File: src/rtl/serial_adder_if.sv
// Operand and result handshakes for the bit-serial adder.
// The master side is the operand source / result consumer; the slave side is the adder.
interface serial_adder_if #(
  parameter int WIDTH = 8
);
  logic             in_valid;
  logic             in_ready;
  logic [WIDTH-1:0] a;
  logic [WIDTH-1:0] b;
  logic             c_in;
  logic             out_valid;
  logic             out_ready;
  logic [WIDTH-1:0] s;
  logic             c_out;

  modport master (
    output in_valid, a, b, c_in, out_ready,
    input  in_ready, out_valid, s, c_out
  );

  modport slave (
    input  in_valid, a, b, c_in, out_ready,
    output in_ready, out_valid, s, c_out
  );
endinterface

File: src/rtl/serial_adder.sv
// Bit-serial adder: one full-adder cell and a registered carry, LSB first,
// producing {c_out, s} = a + b + c_in after WIDTH clock cycles.
module serial_adder #(
  parameter int WIDTH = 8
) (
  input  logic          clk,
  input  logic          rst_n,
  serial_adder_if.slave bus,
  output logic          busy
);
  localparam int CNT_W = (WIDTH > 1) ? $clog2(WIDTH) : 1;

  typedef enum logic [1:0] {IDLE, ADD, DONE} state_t;

  state_t             state, state_nxt;
  logic [WIDTH-1:0]   a_sh, b_sh, sum_sh;
  logic               carry;
  logic [CNT_W-1:0]   cnt;
  logic               ready_en;
  logic [1:0]         fa;
  logic               last_bit;

  // Team 1-bit full adder: returns {carry, sum}.
  function automatic logic [1:0] full_add(input logic x, input logic y, input logic ci);
    return {(x & y) | (x & ci) | (y & ci), x ^ y ^ ci};
  endfunction

  assign fa       = full_add(a_sh[0], b_sh[0], carry);
  assign last_bit = (cnt == CNT_W'(WIDTH - 1));

  // in_ready comes from registered state only; ready_en keeps it low until
  // the first edge after reset release.
  assign bus.in_ready  = (state == IDLE) && ready_en;
  assign bus.out_valid = (state == DONE);
  assign busy          = (state == ADD) || (state == DONE);
  assign bus.s         = sum_sh;
  assign bus.c_out     = carry;

  always_ff @(posedge clk or negedge rst_n) begin
    if (!rst_n) begin
      state    <= IDLE;
      ready_en <= 1'b0;
    end else begin
      state    <= state_nxt;
      ready_en <= 1'b1;
    end
  end

  always_comb begin
    state_nxt = state;
    case (state)
      IDLE:    if (bus.in_valid && bus.in_ready) state_nxt = ADD;
      ADD:     if (last_bit) state_nxt = DONE;
      DONE:    if (bus.out_ready) state_nxt = IDLE;
      default: state_nxt = IDLE;
    endcase
  end

  always_ff @(posedge clk or negedge rst_n) begin
    if (!rst_n) begin
      a_sh   <= '0;
      b_sh   <= '0;
      sum_sh <= '0;
      carry  <= 1'b0;
      cnt    <= '0;
    end else begin
      case (state)
        IDLE: begin
          if (bus.in_valid && bus.in_ready) begin
            a_sh   <= bus.a;
            b_sh   <= bus.b;
            carry  <= bus.c_in;
            sum_sh <= '0;
            cnt    <= '0;
          end
        end
        ADD: begin
          // Sum bits enter at the MSB and walk down to their final position.
          sum_sh <= {fa[0], sum_sh[WIDTH-1:1]};
          carry  <= fa[1];
          a_sh   <= a_sh >> 1;
          b_sh   <= b_sh >> 1;
          cnt    <= cnt + CNT_W'(1);
        end
        default: ;
      endcase
    end
  end
endmodule
File: src/flat_wrapper.sv
// flat-port wrapper written by rule: the top's interface ports become plain ports
module serial_adder_flat 
#(
  parameter int WIDTH = 8
)
  (clk, rst_n, busy, bus_in_valid, bus_a, bus_b, bus_c_in, bus_out_ready, bus_in_ready, bus_out_valid, bus_s, bus_c_out);
  serial_adder_if #(.WIDTH(WIDTH)) bus_i ();
  input  logic clk;
  input  logic rst_n;
  output logic busy;
  input wire logic [$bits(bus_i.in_valid)-1:0] bus_in_valid;
  input wire logic [$bits(bus_i.a)-1:0] bus_a;
  input wire logic [$bits(bus_i.b)-1:0] bus_b;
  input wire logic [$bits(bus_i.c_in)-1:0] bus_c_in;
  input wire logic [$bits(bus_i.out_ready)-1:0] bus_out_ready;
  output wire logic [$bits(bus_i.in_ready)-1:0] bus_in_ready;
  output wire logic [$bits(bus_i.out_valid)-1:0] bus_out_valid;
  output wire logic [$bits(bus_i.s)-1:0] bus_s;
  output wire logic [$bits(bus_i.c_out)-1:0] bus_c_out;
  assign bus_i.in_valid = bus_in_valid;
  assign bus_i.a = bus_a;
  assign bus_i.b = bus_b;
  assign bus_i.c_in = bus_c_in;
  assign bus_i.out_ready = bus_out_ready;
  assign bus_in_ready = bus_i.in_ready;
  assign bus_out_valid = bus_i.out_valid;
  assign bus_s = bus_i.s;
  assign bus_c_out = bus_i.c_out;
  serial_adder #(.WIDTH(WIDTH)) u_core (.clk(clk), .rst_n(rst_n), .bus(bus_i), .busy(busy));
endmodule
File: config.mk
export PLATFORM = sky130hd
export DESIGN_NAME = serial_adder_flat
export DESIGN_NICKNAME = d
export VERILOG_FILES = /design/src/rtl/serial_adder_if.sv /design/src/rtl/serial_adder.sv /design/src/flat_wrapper.sv
export SDC_FILE = /design/constraint.sdc
export NUM_CORES = 1
export LEC_CHECK = 0
export ABC_AREA = 1
export BUFFER_PORTS_ARGS = -buffer_cell sky130_fd_sc_hd__buf_4
export CAP_MARGIN = 20
export CORE_MARGIN = 1
export CORE_UTILIZATION = 50
export CTS_BUF_LIST = sky130_fd_sc_hd__clkbuf_2 sky130_fd_sc_hd__clkbuf_4 sky130_fd_sc_hd__clkbuf_8
export DETAILED_ROUTE_END_ITERATION = 6
export GPL_ROUTABILITY_DRIVEN = 0
export PLACE_DENSITY = 0.76
export SLEW_MARGIN = 20
export SYNTH_ARGS = -nofsm -noshare
export SYNTH_HDL_FRONTEND = slang
export SYNTH_SLANG_ARGS = --single-unit
File: constraint.sdc
create_clock -name clk -period 3.6 [get_ports clk]
set_clock_uncertainty 0.15 [all_clocks]
set_input_delay 0.18 -clock clk [delete_from_list [all_inputs] [get_ports clk]]
set_output_delay 0.18 -clock clk [all_outputs]
set_load 0.05 [all_outputs]
==> summary.txt <==
Outcome
  • Outcome: complete, no violations

GRT
  • Vias in the first global route: 1272
  • Largest net degree at the start of global routing: 35
  • Antenna violations before repair: 0
  • Tot GR Track Use: 21.8%
  • GRT overflow: 0
  • First-pass GRT wire length: 5580 microns

Critical path
  • Critical path buffers and inverters: 3
  • Worst r2r dst: u_core.bus.c_out
  • CP cell instances: inv_1, ha_1, buf_4, inv_1, nand2_1, o21ai_0, nand2_1, o21ai_2
  • Worst Path Max Fanout: 21
  • Worst path arrival time: 2.27 ns
  • Max incr delay on CP: 0.48 ns
  • Delay-heaviest family, CP: buffers and inverters
  • CP max stage cell: ha_1
  • Critical Path RT: 3.66 ns
  • Worst setup path startpoint: u_core.state[1]
  • Startpoint types: flip-flop
  • CP Class: flip-flop to flip-flop
  • Worst r2r path cells: 8
  • Worst R2R Start: u_core.state[1]
  • Endpoint type of the worst setup path: flip-flop
  • CP Depth: 8
  • Crit path capture: u_core.bus.c_out
  • Reg2reg setup slack: 1.39 ns

STA
  • Fmax achieved: 453 MHz
  • RSZ-0062 raised after global routing: false
  • Relative slew margins: 62.7%
  • Endpoints failing setup: 0
  • Tmin final: 2.21 ns
  • Fin Setup TNS: 0 ns
  • Fin. max-slew vios: 0
  • Tcrit/Tclk final: 61.4%
  • Slew @ Worst Pin: 0.559 ns
  • Final Hold Fails: 0

Final layout
  • Most frequent cells in the layout: nand2_1 (87), nand3_1 (34), buf_4 (33)
  • Fin nets: 272
  • Design area: 2060 sq um
  • Antenna cell count: 0
  • Area delta synth->final: 24.5%
  • Commonest non-fill, non-tap cell in the layout: nand2_1
  • Share of layout cells above drive strength 1: 21.7%

Clock network
  • CTS Buf Count: 5
  • H-tree levels: 2
  • Bufs on Longest Clock Path: 2
  • Clock transition at path regs: 0.09 ns
  • Setup bufs post-CTS: 0
  • CTS tree: yes
  • Hold buffers post-CTS: 13
  • CTS root buf: clkbuf_4
  • Later-pin clock latency in the skew report: 0.32 ns
  • Post-CTS sizing: 0
  • # clock sinks: 31

Yosys
  • Area leader, netlist: dfrtp_1
  • Synth Warn #: 0
  • Synth Register Bits: 31
  • Synth Area per Inst: 8.18 sq um
  • Yosys cell types: 18
  • Post-Syn Nets: 231
  • Yosys top cell area share: 46.9%
  • Gate Count Post-Synth: 202
  • Seq/Total Area, Yosys: 46.9%
  • Mapped Area: 1650 sq um
  • Synth area leaders: dfrtp_1 (47%), nand2_1 (20%), nand3_1 (10%)

Routing
  • Antenna Nets Post-Route: 0
  • Vias per inst: 4.86
  • DRT Wirelength: 3330 microns
  • Via Count: 1401
  • Pre-antenna DRT Iters: 4
  • DRC: 0
  • Drt initial violations: 59
  • WL per Instance: 11.6 microns

Floorplan
  • Ports: 33
  • Row cnt: 20
  • Core footprint: 3100 sq um
  • Die width: 59.5 microns
  • DIE AREA: 3540 sq um
  • Chip height: 59.5 microns
  • Starting density of the core: 53.3%

Power and ir drop
  • Worst vdd ir: 0.449 mV
  • PwrDens: 744 nW/um^2
  • Pleak: 0.00115 uW

Placement
  • Dpl cell area: 1870 sq um
  • Post-DP HPWL: 2070 microns
  • Port buffer count: 32

Min path
  • HP Class: input pin to flip-flop

Job
  • Max Cap Viol: 0
[cell usage after synthesis, drive strengths merged]
master / count
o21ai: 9
fa: 1
dfrtp: 31
nor2: 1
inv: 14
conb: 1
nand3: 37
nand2: 89
buf: 12
ha: 7
[power by group]
part / internal (uW) / leakage [uW] / total (uW) / switching, uW
Clock: 91.1 / 0.0000361 / 204 / 112
Sequential: 466 / 0.000402 / 530 / 63.5
Combinational: 255 / 0.000715 / 798 / 543
Total: 812 / 0.00115 / 1530 / 719
[flip-flops by register name, summed over array words and instances (netlist names)]
name / count
u_core.state: 2
u_core.ready_en: 1
u_core.bus.s: 8
u_core.bus.c_out: 1
u_core.a_sh: 8
u_core.cnt: 3
u_core.b_sh: 8
[worst register-to-register path, stage by stage, from the launching register on]
cell and delay (ns):
dfrtp_1 0.41, inv_1 0.12, ha_1 0.49, buf_4 0.29, inv_1 0.28, nand2_1 0.13
o21ai_0 0.08, nand2_1 0.10, o21ai_2 0.06
[through the flow]
| stage | std cells | hold WS [ns] | utilization [%] | worst slack (ns) | power, uW |
|---|---|---|---|---|---|
| floorplan | 202 | -0.266 | - | 1.89 | 1210 |
| global placement | 267 | -0.0135 | 60.3 | 1.47 | 1310 |
| detailed placement | 267 | -0.0136 | 60.3 | 1.40 | 1320 |
| CTS | 288 | 0.00154 | 66.3 | 1.39 | 1550 |
| global route | 288 | 0.00892 | 66.3 | 1.19 | 1660 |
| finish | 288 | 0.0117 | 66.3 | 1.39 | 1530 |
[worst min-delay path by stage]
stage               cells past startpoint  slack (ns)  startpoint               to
finish                                  5        0.01    bus_a[3]   u_core.a_sh[3]
global route                            5       0.009    bus_b[0]   u_core.b_sh[0]
CTS                                     5       0.002    bus_a[0]   u_core.a_sh[0]
detailed placement                      1       -0.01       rst_n  u_core.ready_en
global placement                        1       -0.01       rst_n  u_core.state[0]
floorplan                               0       -0.27       rst_n   u_core.a_sh[0]
[metal layers]
| layer | share of wire (%) | global-route usage [%] | vias to the layer above |
|---|---|---|---|
| li1 | - | - | 716 |
| met1 | 46 | 29.3 | 635 |
| met3 | 4.6 | 4.80 | 9 |
| met4 | 2.0 | 9.97 | 0 |
| met5 | 0 | 0 | - |
| met2 | 47 | 33.5 | 41 |
[kinds of logic (layout without fill, tap and decap cells)]
logic type	Yosys count	in the layout	synth area share (%)
other cells	1	1	0.227
flops	31	31	46.9
simple gates	127	127	33.9
compound gates	9	9	4.09
fa+ha+maj	8	8	6.51
buf+inv	26	68	8.33
[cell type report]
type | instances | area (sq um)
fillers | 279 | 1040
flip-flops and latches | 31 | 776
clock inverters | 1 | 5.00
inverters | 14 | 52.6
clock buffers | 7 | 52.6
repair buffers | 46 | 378
well taps | 44 | 55.1
multi-input cells | 145 | 739
Power figures use the tool's default switching activity.
